**config.mk**
```make
export PLATFORM = sky130hd
export DESIGN_NAME = sop_sweep_ctrl
export DESIGN_NICKNAME = d
export VERILOG_FILES = /design/src/rtl/sop_sweep_pkg.sv /design/src/rtl/sop_sweep_ctrl.sv
export SDC_FILE = /design/constraint.sdc
export NUM_CORES = 1
export LEC_CHECK = 0
export ABC_CLOCK_PERIOD_IN_PS = 3870
export BUFFER_PORTS_ARGS = -buffer_cell sky130_fd_sc_hd__clkbuf_2
export CORE_MARGIN = 8
export CORE_UTILIZATION = 50
export CTS_CLUSTER_SIZE = 28
export DETAILED_ROUTE_END_ITERATION = 10
export PLACE_DENSITY = 0.73
export SETUP_SLACK_MARGIN = 0.05
export SLEW_MARGIN = 20
export SYNTH_ARGS = -nofsm -noshare
export SYNTH_HDL_FRONTEND = slang
export SYNTH_SLANG_ARGS = --single-unit
export TNS_END_PERCENT = 10
```
**constraint.sdc**
```tcl
create_clock -name clk -period 3.87 [get_ports clk]
set_clock_uncertainty 0.1 [all_clocks]
set_input_delay 0.387 -clock clk [delete_from_list [all_inputs] [get_ports clk]]
set_output_delay 0.387 -clock clk [all_outputs]
set_load 0.05 [all_outputs]
```
**src/rtl/sop_sweep_pkg.sv**
```systemverilog
// Shared types and sizing for the SOP truth-table sweep controller.
package sop_sweep_pkg;

    localparam int NUM_VECTORS = 8;
    localparam int IDX_W       = 3;
    localparam int CNT_W       = 4;

    typedef enum logic [1:0] {
        ST_IDLE,
        ST_DRIVE,
        ST_SAMPLE,
        ST_DONE
    } state_t;

endpackage

```
**src/rtl/sop_sweep_ctrl.sv**
```systemverilog
// Sweeps {x,y,z} through all eight input vectors of a 3-input SOP block,
// captures f per vector into table_out and compares against a golden table.
module sop_sweep_ctrl
    import sop_sweep_pkg::*;
#(
    parameter int unsigned SETTLE_CYCLES = 1
) (
    input  logic       clk,
    input  logic       rst,
    input  logic       start,
    input  logic [7:0] expected,
    output logic       x,
    output logic       y,
    output logic       z,
    input  logic       f,
    output logic       busy,
    output logic       done,
    output logic [7:0] table_out,
    output logic       match,
    output logic [7:0] mismatch_mask
);

    localparam logic [CNT_W-1:0] SETTLE_LAST = CNT_W'(SETTLE_CYCLES - 1);
    localparam logic [IDX_W-1:0] IDX_LAST    = IDX_W'(NUM_VECTORS - 1);

    state_t           state_q, state_d;
    logic [IDX_W-1:0] idx_q, idx_d;
    logic [CNT_W-1:0] cnt_q, cnt_d;
    logic [7:0]       exp_q, exp_d;
    logic [7:0]       table_q, table_d;
    logic [2:0]       xyz_q, xyz_d;
    logic             done_q, done_d;
    logic             match_q, match_d;
    logic [7:0]       mask_q, mask_d;

    // Next-state, sweep bookkeeping and registered-output precomputation.
    // Results are compared against the table including the final sample,
    // so match/mask become valid on the same edge that enters DONE.
    always_comb begin
        state_d = state_q;
        idx_d   = idx_q;
        cnt_d   = cnt_q;
        exp_d   = exp_q;
        table_d = table_q;
        match_d = match_q;
        mask_d  = mask_q;
        done_d  = 1'b0;
        xyz_d   = '0;

        case (state_q)
            ST_IDLE: begin
                if (start) begin
                    exp_d   = expected;
                    table_d = '0;
                    idx_d   = '0;
                    cnt_d   = '0;
                    state_d = ST_DRIVE;
                end
            end
            ST_DRIVE: begin
                if (cnt_q == SETTLE_LAST) begin
                    state_d = ST_SAMPLE;
                end else begin
                    cnt_d = cnt_q + 1'b1;
                end
            end
            ST_SAMPLE: begin
                table_d[idx_q] = f;
                if (idx_q == IDX_LAST) begin
                    state_d = ST_DONE;
                    done_d  = 1'b1;
                    match_d = (table_d == exp_q);
                    mask_d  = table_d ^ exp_q;
                end else begin
                    idx_d   = idx_q + 1'b1;
                    cnt_d   = '0;
                    state_d = ST_DRIVE;
                end
            end
            ST_DONE: begin
                state_d = ST_IDLE;
            end
            default: begin
                state_d = ST_IDLE;
            end
        endcase

        if (state_d == ST_DRIVE || state_d == ST_SAMPLE) begin
            xyz_d = idx_d;
        end
    end

    // State and output registers with synchronous active-high reset.
    always_ff @(posedge clk) begin
        if (rst) begin
            state_q <= ST_IDLE;
            idx_q   <= '0;
            cnt_q   <= '0;
            exp_q   <= '0;
            table_q <= '0;
            xyz_q   <= '0;
            done_q  <= 1'b0;
            match_q <= 1'b0;
            mask_q  <= '0;
        end else begin
            state_q <= state_d;
            idx_q   <= idx_d;
            cnt_q   <= cnt_d;
            exp_q   <= exp_d;
            table_q <= table_d;
            xyz_q   <= xyz_d;
            done_q  <= done_d;
            match_q <= match_d;
            mask_q  <= mask_d;
        end
    end

    // busy is decoded from the state register only.
    always_comb begin
        busy = (state_q == ST_DRIVE) || (state_q == ST_SAMPLE);
    end

    assign x             = xyz_q[2];
    assign y             = xyz_q[1];
    assign z             = xyz_q[0];
    assign done          = done_q;
    assign table_out     = table_q;
    assign match         = match_q;
    assign mismatch_mask = mask_q;

endmodule

```
==> results_dict.tcl <==
set metrics [dict create \
    switching_share 0.315 \
    grt_pass1_wl_mm 6.42 \
    gp_congestion 0.804 \
    placed_cells 283 \
    cp.depth 5 \
    max_stage_delay_ns 0.53 \
    portBuffers 33 \
    h-tree-depth 2 \
    first_iter_violations 112 \
    critPathCaptureType "register" \
    vdd.ir_drop.worst_v 0.000227 \
    area_delta_synth_final_pct 12.0 \
    die_y_um 75.8 \
    postCtsSetupBuffers 0 \
    finalCriticalPeriod_ns 2.37 \
    final.setup.tns_ns 0 \
    antenna_found_initial 0 \
    start_kind "register" \
    antenna_cells 0 \
    dpl.hpwl_mm 2.82 \
    num_rows 21 \
    vias_per_cell 5.16 \
    cts.sinks 38 \
    ys.flop_type "dfxtp_1" \
    slew-limit-headroom 0.491 \
    cts_resized 0 \
    yosysTopAreaCell "dfxtp_1" \
    p_switching_uw 240 \
    ff2ff_path_depth 5 \
    avgSynthCellArea_um2 8.32 \
    clk_latency_ns 0.34 \
    cpLargestDelayFamily "simple AND/OR/NAND/NOR gates" \
    fin_cells 290 \
    syn-num-nets 234 \
    track_usage 0.147 \
    pwr-share-clk 0.246 \
    internal-power_uw 524 \
    timing.fmax_mhz 423 \
    path_cells "nor3b_1, mux2i_1, xnor2_1, or4_1, o41ai_2" \
    cts_root_buffer "clkbuf_4" \
    crit_type "register to register" \
    power_uw 764 \
    grt_pass1_vias 1342 \
    crit_buf_inv 0 \
    ctsHoldBuffers 0 \
    hold_path_depth 3 \
    seq_area_frac_synth 0.425 \
    drive_gt1_frac 0.197 \
    die_area_mm2 0.00575 \
    vias 1496 \
    hp-class "input port to register" \
    synthArstFlopShare 0 \
    drc 0 \
    status "finished clean" \
    rsz0062_at_grt "no" \
    synth_area_leaders "dfxtp_1 43%, nand2_1 8.2%, a21oi_1 7.3%, ha_1 4.9%, nor2_1 4.2%" \
    cts_tree "yes" \
    finish.instance_area_mm2 0.00200 \
    combPwrFrac 0.207 \
    clkTransAtPathRegs_ns 0.11 \
    drv_cap 0 \
    slew_viol_final 0 \
    routed_wl_mm 3.81 \
    cts_buffer_depth 2 \
    fillers 339 \
    synth_cell_types 36 \
    powerDensity_mw_per_mm2 382 \
    yosysWarnings 0 \
    p_leak_nw 0.810 \
    period_share 0.612 \
    nNetsFinal 263 \
    synth_top_area_frac 0.425 \
    hold_slack_ns 0.147 \
    grt_max_degree 39 \
    routedWlPerCell_um 13.1 \
    worst-slew-pin-transition_ns 0.764 \
    ys_ff_latch 38 \
    firstDrtPassIters 4 \
    hold_violations 0 \
    ant_nets 0 \
    ios 34 \
    gr-total-overflow 0 \
    power_frac_seq 0.547 \
    core_area_mm2 0.00339 \
    cts_buffers 5 \
    crit_required_ns 4.03 \
    synth_edf_count 0 \
    syn_area_mm2 0.00179 \
    critPathArrivalTime_ns 2.53 \
    crit_fanout 11 \
    crit_slowest_cell "or4_1" \
    setup_viol 0 \
    die_w_um 75.8 \
    start_util 0.528 \
    placed_cell_area_mm2 0.00195 \
    synth_cells 215 \
]
sequential cells by signal (all words and copies together) (netlist names):
name,cells
done,1
cnt_q,4
mismatch_mask,8
exp_q,8
idx_q,3
state_q,2
xyz_q,3
table_out,8
match,1
power groups by stage:
stage	logic [mW]	registers, mW	clock network, mW
after floorplan	0.125	0.428	0
after global placement	0.155	0.427	0
after detailed placement	0.157	0.427	0
after CTS	0.158	0.418	0.196
after global routing	0.177	0.420	0.213
final	0.158	0.418	0.188
cells in the final DEF (no fill, tap or decap), types with 2 or more instances in the layout:
cell type,instances
nor2_1,20
inv_1,8
mux2i_1,7
clkbuf_2,33
a22oi_1,6
nand2_1,39
xnor2_1,8
ha_1,7
clkinv_2,2
clkbuf_4,5
a21oi_1,26
nand3_1,2
or4_1,2
dfxtp_1,38
nand3b_1,3
nor3b_1,3
nor3_1,4
and3b_2,3
o21ai_0,11
logic make-up after synthesis:
| logic type | after synthesis | share of synthesized area |
|---|---|---|
| XOR/XNOR | 9 | 0.0441 |
| AO/OA/AOI/OAI | 52 | 0.171 |
| adder cells (fa/ha/maj) | 7 | 0.0490 |
| AND/OR/NAND/NOR | 82 | 0.217 |
| flip-flops | 38 | 0.425 |
| buffers and inverters | 19 | 0.0483 |
| multiplexers | 8 | 0.0455 |
metal layers:
layer	vias up	routed length (µm)	GRT usage
li1	794	-	-
met1	660	1910	0.199
met4	0	42	0.0448
met3	4	273	0.0645
met5	-	0	0
met2	38	1580	0.202
worst min-delay path: cells and delay by family:
family / cells / cell delay, ns
simple gates: 1 / 0.04
compound gates: 1 / 0.05
buf+inv: 1 / 0.08
cells in the mapped netlist (2+ instances only):
master and n:
ha_1 7, nand3b_1 3, nor3b_1 3, dfxtp_1 38
xnor2_1 8, o21ai_0 11, nand3_1 2, nor3_1 4
buf_6 2, buf_1 2, mux2i_1 7, inv_1 8
nor2_1 20, a22oi_1 6, or4_1 2, nand2_1 39
a21oi_1 26, and3b_2 3, clkbuf_1 7
worst paths after layout:
check,from,to,slack [ns]
worst max-delay path,idx_q[0]$_SDFF_PP0_,match$_SDFFE_PP0P_,1.50
worst min-delay path,expected[3],exp_q[3]$_SDFFE_PP0P_,0.15
worst min register to register,mismatch_mask[1]$_SDFFE_PP0P_,mismatch_mask[1]$_SDFFE_PP0P_,0.36
worst max register to register,idx_q[0]$_SDFF_PP0_,match$_SDFFE_PP0P_,1.50
metrics by stage:
step / setup WS, ns / utilization
floorplan: 1.73 / -
finish: 1.50 / 0.591
global placement: 1.63 / 0.577
global route: 1.32 / 0.591
detailed placement: 1.55 / 0.577
CTS: 1.52 / 0.591
layout make-up:
class,count,area [µm²],share of cell area
clock inverter,2,10.0,0.00500
clock buffer,5,37.5,0.0188
multi-input combinational,158,941,0.470
timing repair buffer,33,165,0.0825
tap,46,57.6,0.0287
sequential,38,761,0.380
inverter,8,30.0,0.0150
(Power assumes the default switching activity.)
